### config.mk
export PLATFORM = sky130hd
export DESIGN_NAME = uart_config_readback
export DESIGN_NICKNAME = d
export VERILOG_FILES = /design/src/rtl/uart_cfg_pkg.sv /design/src/rtl/uart_tx_byte.sv /design/src/rtl/uart_config_readback.sv
export SDC_FILE = /design/constraint.sdc
export NUM_CORES = 1
export LEC_CHECK = 0
export CORE_UTILIZATION = 55
export DETAILED_ROUTE_END_ITERATION = 10
export PLACE_DENSITY = 0.8
export SLEW_MARGIN = 20
export SYNTH_ARGS = -nofsm -noshare
export SYNTH_HDL_FRONTEND = slang
export SYNTH_SLANG_ARGS = --single-unit
### constraint.sdc
create_clock -name clk_i -period 3 [get_ports clk_i]
set_clock_uncertainty 0.15 [all_clocks]
set_input_delay 0.6 -clock clk_i [delete_from_list [all_inputs] [get_ports clk_i]]
set_output_delay 0.6 -clock clk_i [all_outputs]
set_load 0.02 [all_outputs]
### src/rtl/uart_cfg_pkg.sv
// Shared constants and types for the configuration UART link (receiver and readback).
package uart_cfg_pkg;

    localparam logic [7:0] SYNC_BYTE = 8'hA5;

    localparam int unsigned CFG_WIDTH_DEF = 52;

    // Configuration vector is zero-padded at the MSB end to whole bytes.
    function automatic int unsigned cfg_bytes(input int unsigned width);
        return (width + 7) / 8;
    endfunction

    localparam int unsigned CFG_BYTES   = cfg_bytes(CFG_WIDTH_DEF);
    // Sync byte + config bytes + status byte + checksum byte.
    localparam int unsigned FRAME_BYTES = CFG_BYTES + 3;

    // Status byte field positions: {6'b0, config_error, config_done}.
    localparam int unsigned STATUS_DONE_BIT  = 0;
    localparam int unsigned STATUS_ERROR_BIT = 1;

    typedef enum logic [2:0] {
        StIdle,
        StStart,
        StData,
        StParity,
        StStop
    } bit_state_e;

endpackage

### src/rtl/uart_tx_byte.sv
// Single-byte UART serialiser: baud counter, shifter and bit FSM.
// 8N1 by default; define UART_TX_PARITY_EN for 8E1 (even parity before stop).
// ready_o is also high in the final stop-bit cycle so the next byte can be
// loaded with no gap on the line.
module uart_tx_byte
    import uart_cfg_pkg::*;
#(
    parameter int unsigned DIV = 16
) (
    input  logic       clk_i,
    input  logic       rst_i,
    input  logic       load_i,
    input  logic [7:0] data_i,
    output logic       ready_o,
    output logic       byte_done_o,
    output logic       tx_o
);

    localparam int unsigned CW = (DIV > 1) ? $clog2(DIV) : 1;
    localparam logic [CW-1:0] DIV_LAST = CW'(DIV - 1);

    bit_state_e    state_q;
    logic [CW-1:0] cnt_q;
    logic [2:0]    bit_idx_q;
    logic [7:0]    shift_q;
    logic          tx_q;
`ifdef UART_TX_PARITY_EN
    logic          parity_q;
`endif

    logic bit_end;

    // Decode handshake strobes from the bit FSM state.
    always_comb begin
        bit_end     = (cnt_q == DIV_LAST);
        byte_done_o = (state_q == StStop) && bit_end;
        ready_o     = (state_q == StIdle) || byte_done_o;
        tx_o        = tx_q;
    end

    // Bit FSM: each line bit is held for DIV cycles; tx is registered.
    always_ff @(posedge clk_i) begin
        if (rst_i) begin
            state_q   <= StIdle;
            cnt_q     <= '0;
            bit_idx_q <= '0;
            shift_q   <= '0;
            tx_q      <= 1'b1;
`ifdef UART_TX_PARITY_EN
            parity_q  <= 1'b0;
`endif
        end else begin
            case (state_q)
                StIdle: begin
                    tx_q  <= 1'b1;
                    cnt_q <= '0;
                    if (load_i) begin
                        state_q   <= StStart;
                        tx_q      <= 1'b0;
                        shift_q   <= data_i;
                        bit_idx_q <= '0;
`ifdef UART_TX_PARITY_EN
                        parity_q  <= ^data_i;
`endif
                    end
                end
                StStart: begin
                    if (bit_end) begin
                        cnt_q   <= '0;
                        tx_q    <= shift_q[0];
                        state_q <= StData;
                    end else begin
                        cnt_q <= cnt_q + 1'b1;
                    end
                end
                StData: begin
                    if (bit_end) begin
                        cnt_q <= '0;
                        if (bit_idx_q == 3'd7) begin
                            bit_idx_q <= '0;
`ifdef UART_TX_PARITY_EN
                            tx_q    <= parity_q;
                            state_q <= StParity;
`else
                            tx_q    <= 1'b1;
                            state_q <= StStop;
`endif
                        end else begin
                            bit_idx_q <= bit_idx_q + 1'b1;
                            shift_q   <= shift_q >> 1;
                            tx_q      <= shift_q[1];
                        end
                    end else begin
                        cnt_q <= cnt_q + 1'b1;
                    end
                end
`ifdef UART_TX_PARITY_EN
                StParity: begin
                    if (bit_end) begin
                        cnt_q   <= '0;
                        tx_q    <= 1'b1;
                        state_q <= StStop;
                    end else begin
                        cnt_q <= cnt_q + 1'b1;
                    end
                end
`endif
                StStop: begin
                    if (bit_end) begin
                        cnt_q <= '0;
                        if (load_i) begin
                            state_q   <= StStart;
                            tx_q      <= 1'b0;
                            shift_q   <= data_i;
                            bit_idx_q <= '0;
`ifdef UART_TX_PARITY_EN
                            parity_q  <= ^data_i;
`endif
                        end else begin
                            state_q <= StIdle;
                        end
                    end else begin
                        cnt_q <= cnt_q + 1'b1;
                    end
                end
                default: begin
                    state_q <= StIdle;
                    tx_q    <= 1'b1;
                    cnt_q   <= '0;
                end
            endcase
        end
    end

endmodule

### src/rtl/uart_config_readback.sv
// Configuration readback transmitter: on start_i, snapshots the config vector
// and receiver status and sends sync, config bytes, status and XOR checksum.
// Optional macro UART_TX_PARITY_EN selects 8E1 framing in uart_tx_byte.
module uart_config_readback
    import uart_cfg_pkg::*;
#(
    parameter int unsigned CLK_FREQ  = 11_059_200,
    parameter int unsigned BAUD_RATE = 9600,
    parameter int unsigned CFG_WIDTH = 52
) (
    input  logic                 clk_i,
    input  logic                 rst_i,
    input  logic                 start_i,
    input  logic [CFG_WIDTH-1:0] config_bits_i,
    input  logic                 config_done_i,
    input  logic                 config_error_i,
    output logic                 uart_tx_o,
    output logic                 busy_o,
    output logic                 done_o
);

    localparam int unsigned DIV             = CLK_FREQ / BAUD_RATE;
    localparam int unsigned NUM_CFG_BYTES   = cfg_bytes(CFG_WIDTH);
    localparam int unsigned NUM_FRAME_BYTES = NUM_CFG_BYTES + 3;
    localparam int unsigned IW              = $clog2(NUM_FRAME_BYTES);
    localparam logic [IW-1:0] LAST_IDX      = IW'(NUM_FRAME_BYTES - 1);

    if (DIV < 2) begin : g_div_check
        $error("uart_config_readback: CLK_FREQ/BAUD_RATE must be at least 2");
    end

    logic                       busy_q;
    logic                       done_q;
    logic [IW-1:0]              idx_q;
    logic [CFG_WIDTH-1:0]       cfg_q;
    logic [7:0]                 status_q;
    logic [7:0]                 csum_q;

    logic                       tx_ready;
    logic                       tx_byte_done;
    logic                       tx_load;
    logic [7:0]                 tx_byte;
    logic                       accept;
    logic                       advance;
    logic                       frame_last;
    logic [NUM_CFG_BYTES*8-1:0] cfg_pad;
    int unsigned                next_num;
    logic [7:0]                 next_byte;
    logic                       next_in_csum;

    // Pick the byte that follows idx_q, and whether it feeds the checksum.
    always_comb begin
        cfg_pad                = '0;
        cfg_pad[CFG_WIDTH-1:0] = cfg_q;
        next_num               = 32'(idx_q) + 32'd1;
        next_byte              = csum_q;
        next_in_csum           = 1'b0;
        if (next_num <= NUM_CFG_BYTES) begin
            next_byte    = cfg_pad[8*(next_num-1) +: 8];
            next_in_csum = 1'b1;
        end else if (next_num == NUM_CFG_BYTES + 1) begin
            next_byte    = status_q;
            next_in_csum = 1'b1;
        end
    end

    // Frame sequencing strobes and the byte handed to the serialiser.
    always_comb begin
        accept     = start_i && !busy_q && tx_ready;
        frame_last = busy_q && tx_byte_done && (idx_q == LAST_IDX);
        advance    = busy_q && tx_byte_done && (idx_q != LAST_IDX);
        tx_load    = accept || advance;
        tx_byte    = accept ? SYNC_BYTE : next_byte;
    end

    // Frame-level state: snapshot on accept, byte index, checksum, done pulse.
    always_ff @(posedge clk_i) begin
        if (rst_i) begin
            busy_q   <= 1'b0;
            done_q   <= 1'b0;
            idx_q    <= '0;
            cfg_q    <= '0;
            status_q <= '0;
            csum_q   <= '0;
        end else begin
            done_q <= 1'b0;
            if (accept) begin
                busy_q                     <= 1'b1;
                idx_q                      <= '0;
                csum_q                     <= '0;
                cfg_q                      <= config_bits_i;
                status_q                   <= '0;
                status_q[STATUS_DONE_BIT]  <= config_done_i;
                status_q[STATUS_ERROR_BIT] <= config_error_i;
            end else if (frame_last) begin
                busy_q <= 1'b0;
                done_q <= 1'b1;
                idx_q  <= '0;
            end else if (advance) begin
                idx_q <= idx_q + 1'b1;
                if (next_in_csum) begin
                    csum_q <= csum_q ^ next_byte;
                end
            end
        end
    end

    uart_tx_byte #(
        .DIV (DIV)
    ) u_tx_byte (
        .clk_i       (clk_i),
        .rst_i       (rst_i),
        .load_i      (tx_load),
        .data_i      (tx_byte),
        .ready_o     (tx_ready),
        .byte_done_o (tx_byte_done),
        .tx_o        (uart_tx_o)
    );

    assign busy_o = busy_q;
    assign done_o = done_q;

endmodule

==> results of run 1 <==
cells in the mapped netlist, types with 3 or more instances:
library cell	n
a211oi_1	10
a21o_1	4
a21oi_1	79
a221o_1	3
a221oi_1	5
a31oi_1	4
and2_1	6
and3_1	4
buf_1	4
buf_2	10
clkbuf_1	22
dfxtp_1	94
ha_1	6
inv_1	7
mux2_1	3
mux2_2	6
mux2i_1	8
nand2_1	126
nand2b_1	8
nand3_1	6
nand4_1	4
nor2_1	38
nor2b_1	4
nor3_1	9
nor3b_1	4
nor4b_1	3
o21a_1	3
o21ai_0	25
or2_1	3
or3_1	3
or3b_2	4
xnor2_1	12
xor2_1	4
power groups by stage:
stage / logic, µW / clock network [µW] / registers [µW]
5_1_grt: 362 / 997 / 1370
6_report: 321 / 926 / 1360
2_1_floorplan: 199 / 0 / 1370
3_3_place_gp: 313 / 0 / 1390
3_5_place_dp: 323 / 0 / 1390
4_1_cts: 325 / 942 / 1360
final cells by class:
class | instances | area [µm²]
Inverter | 7 | 26.28
Tap cell | 102 | 127.6
Multi-Input combinational cell | 424 | 2432
Sequential cell | 94 | 1882
Fill cell | 648 | 2437
Timing Repair Buffer | 70 | 680.7
Clock buffer | 9 | 123.9
Clock inverter | 7 | 97.59
per-stage QoR:
stage / hold slack, ps / worst slack, ps / cells / power (µW)
after floorplan: 277.6 / 333.9 / 563 / 1568
after global placement: 288.9 / 387.1 / 697 / 1700
after detailed placement: 294.7 / 338.7 / 697 / 1710
after CTS: 308.6 / 365.1 / 713 / 2626
after global routing: 317.9 / 117.1 / 713 / 2726
final: 305.6 / 337.7 / 713 / 2606
critical path: stages, from the launching register on:
cell and delay [ps]:
dfxtp_1 370, buf_4 170, ha_1 170, or2_1 470, mux2_2 400, a222oi_1 340, o22a_1 250, a221oi_1 100
a21o_1 160
cell usage in the layout, fill, tap and decap left out, drive strengths merged, types with 3 or more instances in the layout:
cell type	n
buf	12
clkdlybuf4s50	58
xor2	4
nand4	4
a21o	4
or3b	6
nor2	39
a31oi	4
a221o	3
clkbuf	9
nor4b	3
ha	6
nor3b	5
a221oi	5
nor3	9
o21ai	26
a21oi	80
and2	6
inv	8
a211oi	11
nand2b	8
nor2b	4
o21a	3
mux2i	8
or2	3
nand2	126
dfxtp	94
and3	4
mux2	9
or3	3
nand3	6
xnor2	12
worst max path at each step:
| stage | end | start | slack, ps | cells after the start |
|---|---|---|---|---|
| 3_3_place_gp | u_tx_byte.bit_idx_q[1] | start_i | 390 | 7 |
| 6_report | u_tx_byte.shift_q[0] | idx_q[0] | 340 | 8 |
| 2_1_floorplan | u_tx_byte.shift_q[0] | idx_q[0] | 330 | 11 |
| 4_1_cts | u_tx_byte.shift_q[0] | idx_q[0] | 370 | 8 |
| 5_1_grt | u_tx_byte.shift_q[3] | idx_q[0] | 120 | 9 |
| 3_5_place_dp | u_tx_byte.bit_idx_q[1] | start_i | 340 | 7 |
state kept, by name (all words and copies together) (netlist names), 2 cells and up:
signal               cells
cfg_q                   52
u_tx_byte.cnt_q         11
csum_q                   8
u_tx_byte.shift_q        8
idx_q                    4
u_tx_byte.bit_idx_q      3
u_tx_byte.state_q        3
status_q                 2
per-layer routing:
metal  routed length (µm)  vias to the layer above
met2                 5149                      102
met4                  233                        0
met5                    0                        -
met3                  464                       18
met1                 4488                     1897
li1                     -                     2034
kinds of logic (layout without fill, tap and decap cells):
logic type      Yosys count  after routing  share of synthesized area, %
fa+ha+maj                 6              6                         1.667
flops                    94             94                         41.79
mux                      19             19                         5.029
compound gates          150            150                         20.01
simple gates            233            233                         24.03
buf+inv                  45             93                         4.362
xor+xnor                 16             16                         3.112
==> flow_summary.yaml, run 1 <==
run_status:
  status: "complete, no violations"
timing:
  setup_viol: 0
  fin_setup_tns_ps: 0
  drv_slew: 0
  slew-limit-headroom_pct: 59.15
  period_minus_slack_ps: 2662
  hold_viol_final: 0
  rsz0062_at_grt: "no"
  worst_pin_slew_ps: 604.3
  finalCritPeriodShare_pct: 88.74
  max_freq_mhz: 375.6
finish:
  final_area_um2: 5370
  final_layout_size_suffix_gt1_share_pct: 7.529
  diodes: 0
  finalNetCount: 669
  syn2layout_area_growth_pct: 19.26
  final_core_util_pct: 68.78
pwr:
  clock_power_share_pct: 35.5
  p_switching_uw: 663.2
  p_int_uw: 1943
  leakage_uw: 0.001864
  p_per_area_nw_per_um2: 485.4
  power_frac_seq_pct: 52.1
  swShare_pct: 25.44
  peakVddDrop_uv: 301.8
  pwr-share-comb_pct: 12.3
hold_path:
  hold_depth: 2
  holdCritPathClass: "reg2reg"
  worstHoldEndpoint: "cfg_q[32]"
  hold_path.startpoint: "cfg_q[32]"
synthesis:
  yosys-top-cells-area: "dfxtp_1 (42%), nand2_1 (11%), a21oi_1 (8.8%)"
  ys_seq_elements: 94
  synth_top_area_share_pct: 41.79
  ys_types: 58
  synth_edf_count: 0
  yosysWarningCount: 0
  ys_seq_area_share_pct: 41.79
  netlist_area_um2: 4503
  synthesis.nets: 626
  async_reset_ff_share_pct: 0
  yosys.area.top_type: "dfxtp_1"
  synth.avg_cell_area_um2: 7.998
  synthesis.instances: 563
  ys.flop_type: "dfxtp_1"
global_route:
  met3_usage_pct: 5.665
  antenna_found_initial: 0
  busiest_layer: "met2"
  use_met1_pct: 31.55
  gr-total-overflow: 0
  grt_util_all_layers_pct: 26.31
  grt_max_degree: 57
  grt_use_met2_pct: 44.94
  grt_pass1_wl_um: 17910
  grt_pass1_vias: 3917
clock_tree:
  numCtsBuffers: 9
  cts_resized: 0
  htreeDepth: 3
  clkLatencyLatePin_ps: 360
  clk_pin_slew_ps: 90
  cts_buffer_depth: 2
  cts_sinks: 94
  cts_setup_buffers: 0
  hold_buffers: 0
  cts_tree: "done"
  clock-root-buffer: "clkbuf_8"
floorplanning:
  io_pins: 60
  start_util_pct: 57.68
  dieArea_um2: 8553
  core_um2: 7807
  die_h_um: 92.49
  core.rowCount: 32
  die_w_um: 92.49
place:
  gp_congestion: 0.8867
  dp.final_hpwl_um: 7551
  port_buffers: 59
  place_area_um2: 5149
detailed_routing:
  wl_um: 10340
  post-route-drc-count: 0
  drtIter0Drc: 202
  routed_via_density: 5.682
  postRouteAntennaNets: 0
  wl_per_cell_um: 14.50
  drt_pass1_iterations: 7
  vias: 4051
run:
  cap_violations: 0
critical_path:
  r2r_cells: 8
  start_kind: "flop"
  path_max_fanout: 13
  regToRegStartpoint: "idx_q[0]"
  required_ps: 3120
  r2r_end: "u_tx_byte.shift_q[0]"
  cp-end-kind: "flop"
  crit_type: "reg2reg"
  reg2reg_slack_ps: 340
  crit_arrival_ps: 2780
No activity file was read; power rests on OpenSTA's default activity.
==> inputs of run 2 (changes only) <==
--- a/config.mk
+++ b/config.mk
@@ -8,7 +8,6 @@
 export CORE_UTILIZATION = 55
 export DETAILED_ROUTE_END_ITERATION = 10
 export PLACE_DENSITY = 0.8
-export SLEW_MARGIN = 20
 export SYNTH_ARGS = -nofsm -noshare
 export SYNTH_HDL_FRONTEND = slang
 export SYNTH_SLANG_ARGS = --single-unit
==> results of run 2 <==
Final layout, timing and power as in run 1 (identical DEF).
